`config.mk`:
```
export PLATFORM = sky130hd
export DESIGN_NAME = mawg_freq_meter
export DESIGN_NICKNAME = d
export VERILOG_FILES = /design/src/rtl/mawg_freq_meter.sv
export SDC_FILE = /design/constraint.sdc
export NUM_CORES = 1
export LEC_CHECK = 0
export CORE_UTILIZATION = 50
export DETAILED_ROUTE_END_ITERATION = 12
export PLACE_DENSITY = 0.79
export SLEW_MARGIN = 20
export SYNTH_ARGS = -nofsm -noshare
export SYNTH_HDL_FRONTEND = slang
export SYNTH_SLANG_ARGS = --single-unit
```
`constraint.sdc`:
```
create_clock -name clk -period 3.75 [get_ports clk]
set_clock_uncertainty 0.05 [all_clocks]
set_input_delay 0.75 -clock clk [delete_from_list [all_inputs] [get_ports clk]]
set_output_delay 0.75 -clock clk [all_outputs]
set_load 0.02 [all_outputs]
```
`src/rtl/mawg_freq_meter.sv`:
```
// Counts hysteresis-qualified rising zero crossings over a gate of valid samples; reports count and first-to-last span.
// Counter updates are visible one cycle after each sample; the result is held in DONE until result_ready, and start is ignored while busy.
module mawg_freq_meter #(
  parameter int GATE_W = 32,
  parameter int CNT_W  = 16
) (
  input  logic                clk,
  input  logic                rst,
  input  logic signed [15:0]  sample,
  input  logic                sample_valid,
  input  logic [14:0]         hysteresis,
  input  logic [GATE_W-1:0]   gate_len,
  input  logic                start,
  output logic                busy,
  output logic                result_valid,
  input  logic                result_ready,
  output logic [CNT_W-1:0]    crossings,
  output logic [GATE_W-1:0]   span,
  output logic                overflow
);

  typedef enum logic [1:0] {IDLE, MEASURE, DONE} state_t;
  typedef enum logic [1:0] {SCH_UNKNOWN, SCH_LOW, SCH_HIGH} schmitt_t;

  typedef struct packed {
    logic [CNT_W-1:0]  crossings;
    logic [GATE_W-1:0] span;
    logic              overflow;
  } result_t;

  localparam logic [CNT_W-1:0] CNT_MAX = '1;
  localparam logic [CNT_W-1:0] CNT_PRE = CNT_MAX - CNT_W'(1);

  state_t             state;
  schmitt_t           sch;
  schmitt_t           sch_next;
  result_t            res;
  logic [14:0]        h_q;
  logic [GATE_W-1:0]  gate_q;
  logic [GATE_W-1:0]  idx;
  logic [GATE_W-1:0]  first_idx;
  logic signed [16:0] s_ext;
  logic signed [16:0] h_pos;
  logic signed [16:0] h_neg;
  logic               is_high;
  logic               is_low;
  logic               rise;

  assign s_ext   = {sample[15], sample};
  assign h_pos   = {2'b00, h_q};
  assign h_neg   = -h_pos;
  assign is_high = (s_ext >= h_pos);
  assign is_low  = (s_ext <= h_neg);

  // HIGH wins when both thresholds are met (H = 0, sample = 0)
  always_comb begin
    sch_next = sch;
    if (is_high)
      sch_next = SCH_HIGH;
    else if (is_low)
      sch_next = SCH_LOW;
  end

  assign rise = (sch == SCH_LOW) && (sch_next == SCH_HIGH);

  always_ff @(posedge clk or negedge rst) begin
    if (!rst) begin
      state        <= IDLE;
      sch          <= SCH_UNKNOWN;
      res          <= '0;
      h_q          <= '0;
      gate_q       <= '0;
      idx          <= '0;
      first_idx    <= '0;
      busy         <= 1'b0;
      result_valid <= 1'b0;
    end else begin
      case (state)
        IDLE: begin
          if (start) begin
            h_q       <= hysteresis;
            gate_q    <= gate_len;
            idx       <= '0;
            first_idx <= '0;
            res       <= '0;
            sch       <= SCH_UNKNOWN;
            busy      <= 1'b1;
            if (gate_len == '0) begin
              state        <= DONE;
              result_valid <= 1'b1;
            end else begin
              state <= MEASURE;
            end
          end
        end
        MEASURE: begin
          if (sample_valid) begin
            sch <= sch_next;
            idx <= idx + GATE_W'(1);
            if (rise) begin
              // span tracks last - first; last keeps moving after saturation
              if (res.crossings == '0)
                first_idx <= idx;
              else
                res.span <= idx - first_idx;
              if (res.crossings != CNT_MAX) begin
                res.crossings <= res.crossings + CNT_W'(1);
                if (res.crossings == CNT_PRE)
                  res.overflow <= 1'b1;
              end
            end
            if (idx == gate_q - GATE_W'(1)) begin
              state        <= DONE;
              result_valid <= 1'b1;
            end
          end
        end
        DONE: begin
          if (result_ready) begin
            state        <= IDLE;
            busy         <= 1'b0;
            result_valid <= 1'b0;
          end
        end
        default: begin
          state        <= IDLE;
          busy         <= 1'b0;
          result_valid <= 1'b0;
        end
      endcase
    end
  end

  assign crossings = res.crossings;
  assign span      = res.span;
  assign overflow  = res.overflow;

endmodule
```
# Word-level counts from Yosys, hierarchy flattened
# Index checks and enable logic that the tools add are counted.
# classes
add_sub_neg,5
muxes,34
n_reduce_logical,14
bitwise_logic,1
n_eq_ne,17
n_lt_le_gt_ge,2
# op_table
operator,count
2-to-1 mux 32 bit,6
2-to-1 mux 49 bit,3
one-hot mux 32 bit (2 select lines),2
one-hot mux 49 bit (2 select lines),1
"adder 32 x 1 -> 32 bit, second input constant",1
equality test 32 bit,1
logical NOT 32 bit,1
"subtractor 32 x 1 -> 32 bit, second input constant",1
subtractor 32 bit,1
"!= test 2 bit, second input constant",10
AND reduction 5 bit,4
2-to-1 mux 2 bit,9
less-or-equal comparator 16 x 17 -> 1 bit,1
negation 15 -> 17 bit,1
"adder 16 x 1 -> 16 bit, second input constant",1
"equality test 16 bit, second input constant",1
>= comparator 16 bit,1
logical NOT 16 bit,1
2-to-1 mux 16 bit,1
"!= test 16 bit, second input constant",1
2-to-1 mux 1 bit,8
one-hot mux 1 bit (3 select lines),2
one-hot mux 2 bit (3 select lines),1
AND reduction 3 bit,2
10 further kinds,12
# word_totals
wordCells,84
input_bits,68
out_inout_bits,51
ff_bits,166

# Logic depth before layout (Yosys ltp)
# Gate-level depths: netlist of the first run.
# depth
depth_word,9
depth_mapped,14
depth_no_buf,14

# Least setup slack after synthesis of the first run
# Ideal clock, no wire load.
# synth_timing
kind,reg2reg
startpoint,register gate_q[18]
endpoint,register state[0]
setup_time_ps,96
stages_incl_launch_ff,10
slack_ps,763
t_required_ps,3604
synth_period_minus_slack_ps,2987
path_buffers,1
arrival_time_ps,2842
path_cell_list,dfrtp_1 or4_1 buf_2 nor4_4 nand3_2 or4_1 a2111o_1 nor4_4 a31oi_1 o32ai_2
# synth_via
elab_chain_len,4
# synth_lines
element,line,rtl
start: declaration,39,logic [GATE_W-1:0] gate_q;
start signal: assignment,82,gate_q <= gate_len;
subtractor 32 x 1 -> 32 bit,112,if (idx == gate_q - GATE_W'(1)) begin
equality test 32 bit,112,
!= test 2 bit (no source line),--,
AND reduction 4 bit (no source line),--,
end signal: assignment,113,state <= DONE;
end signal: assignment,120,state <= IDLE;
end signal: assignment,126,state <= IDLE;
end: declaration,34,state_t state;
# Every way passes these cells.
# A chain may end at the register's enable or synchronous reset.

# Final worst setup path of the first run
# Ends and elaborated chain as after synthesis.

==> impl_metrics.toml, run 1 <==
[global_route]
antenna_found_initial = 0
met1_usage_pct = 36.4
grt_max_degree = 82
grt_pass1_wl_um = 43900
grt_pass1_vias = 8757
busiest_layer = "met2"
grt_overflow = 0
use_met2_pct = 36.9
met3_usage_pct = 4.20
track_usage_pct = 24.9

[timing]
setup_ws_ps = 370
period_minus_slack_ps = 3380
max_slew_margin_pct = 57.5
tns_ps = 0
fmaxAchievable_mhz = 296
slew_viol_final = 0
hold_viol_final = 0
fin_crit_sh_pct = 90.1
rsz0062_at_grt = "no"
setup_viol = 0
tightest_slew_ps = 632

[floorplan]
rows = 53
ios = 119
die_w_um = 149
die_h_um = 149
core_region_area_um2 = 21000
die_area_um2 = 22100
start_util_pct = 51.1

[worst_setup_path]
critPathSlowestCell = "or4_1"
path_cells = "or4_1 > nor4_4 > nand3_2 > or4_1 > a2111o_1 > nor4_4 > a31oi_1 > o32ai_2"
cp.required_ps = 4040
critPathBufInv = 0
endpoint_kind = "flop"
crit_family = "simple AND/OR/NAND/NOR gates"
cp-start-kind = "flop"
critPathKind = "flop to flop"
slowest_delay_ps = 700
path_max_fanout = 7
reg2reg_slack_ps = 370
critPathArrivalTime_ps = 3670

[pwr]
p_leak_nw = 5.52
ir_drop_uv = 381
power_mw = 10.2
powerDensity_nw_per_um2 = 788

[clock_tree]
post-cts-setup-buffers = 0
clk_latency_ps = 430
cts_tree = "done"
cts_buffer_depth = 2
hold_buffers = 0
cts-root-buf = "clkbuf_16"
cts.sinks = 166
clk_pin_slew_ps = 60
cts.repair.resized = 0
htree_num_levels = 4
cts_buffers = 17

[synthesis]
yosysWarnings = 0
synth_top_area_share_pct = 38.6
mappedNetlistArea_um2 = 10700
ys_seq_elements = 166
synth_largest_area_cell = "dfrtp_1"
async_reset_ff_share_pct = 100
syn_area_per_cell_um2 = 8.89
synth_edf_count = 0
netlist_instances = 1209
yosysSeqAreaShare_pct = 38.6
synth_ff_type = "dfrtp_1"
synthDistinctLibCells = 63
synth_fp_nets = 1346
synth_area_leaders = "dfrtp_1 39%, ha_1 7.9%, xnor2_1 6.0%"

[detailed_routing]
ant_nets = 0
drtIter0Drc = 750
wire_per_inst_um = 16.4
vias_per_cell = 5.82
drc = 1
vias = 9312
dr.pass1.iters = 11
routed_wl_um = 26300

[job]
maxCapViolCount = 0

[final_layout]
num_antenna_cells = 0
fill_cells = 1765
final_cell_mix = "166 x dfrtp_1, 154 x nand2_1, 117 x clkdlybuf4s50_1"
layout.nets = 1449
area_growth_pct = 19.9
final_common_cell = "dfrtp_1"
drive_gt1_share_pct = 6.94

[placement]
pre_cts_slack_ps = 83.8
hpwl_um = 19600
port_buffers = 118
finalWeightedCongestion = 0.924

[status]
status = "finished with violations"
violations = "DRC"

[min_path]
hold_path_class = "input pin to async pin"
## cells in the mapped netlist (all sizes together) (11+ instances only)
cell and number:
xnor2 74, o31ai 23, nand2 154, xor2 40, a21oi 45, o21ai 88, ha 68, clkbuf 46
a21o 28, inv 65, dfrtp 166, nand4 25, nand3 29, nor4 34, mux2 28, or3 22
nor2 89, and3 11, nor3 25
## logic make-up after synthesis
group,synth area share (%)
AOI/OAI and AO/OA,16.3
xor gates and xnor gates,9.29
adders and majority gates,8.10
buffers and inverters,4.10
DFF,38.6
muxes,3.21
and+or+nand+nor,20.3
## power breakdown
part / internal (mW) / switching (mW) / leakage, nW
clock network: 1.04 / 0.731 / 0.287
logic: 2.37 / 3.01 / 3.08
registers: 2.40 / 0.606 / 2.15
total: 5.81 / 4.35 / 5.52
## flip-flops by register name, indices dropped and copies added (netlist names)
register,flops
idx,32
overflow,1
span,32
result_valid,1
gate_q,32
busy,1
h_q,15
state,2
crossings,16
sch,2
first_idx,32
## layer usage
layer,share of wire [%],vias up
met4,2.5,0
met1,49,4395
met2,43,336
met5,0,-
li1,-,4532
met3,5.5,49
## layout make-up
cell class	instances	area [um^2]	area share [%]
well taps	275	344	2.67
clock buffers	22	474	3.68
repair buffers	136	1370	10.6
flip-flops and latches	166	4150	32.2
inverters	65	244	1.89
multi-input cells	926	6180	48.0
clock inverters	10	120	0.932
## stage by stage
step           instances  util (%)  hold WS [ps]  area [um^2]
6_report            1600      61.3           256        12900
4_1_cts             1600      61.3           274        12900
5_1_grt             1600      61.3           299        12900
2_1_floorplan       1209         -           399        10700
3_3_place_gp        1568      58.5           410        12300
3_5_place_dp        1568      58.5           417        12300
## final timing paths
| check | startpoint | endpoint | cells past startpoint |
|---|---|---|---|
| max | gate_q[18] | state[0] | 8 |
| min | rst | span[22] | 1 |
| max reg2reg | gate_q[18] | state[0] | 8 |
| min reg2reg | first_idx[28] | first_idx[28] | 2 |
| max in group asynchronous | rst | first_idx[8] | 2 |
| min in group clk | first_idx[28] | first_idx[28] | 2 |
Note: power is estimated with default switching activity, not from simulation.
==> run 2: changes to the inputs <==
--- a/config.mk
+++ b/config.mk
@@ -8,7 +8,6 @@
 export CORE_UTILIZATION = 50
 export DETAILED_ROUTE_END_ITERATION = 12
 export PLACE_DENSITY = 0.79
-export SLEW_MARGIN = 20
 export SYNTH_ARGS = -nofsm -noshare
 export SYNTH_HDL_FRONTEND = slang
 export SYNTH_SLANG_ARGS = --single-unit
==> results of run 2 <==
Same layout as run 1: the final DEF is identical, and so are final timing and power.
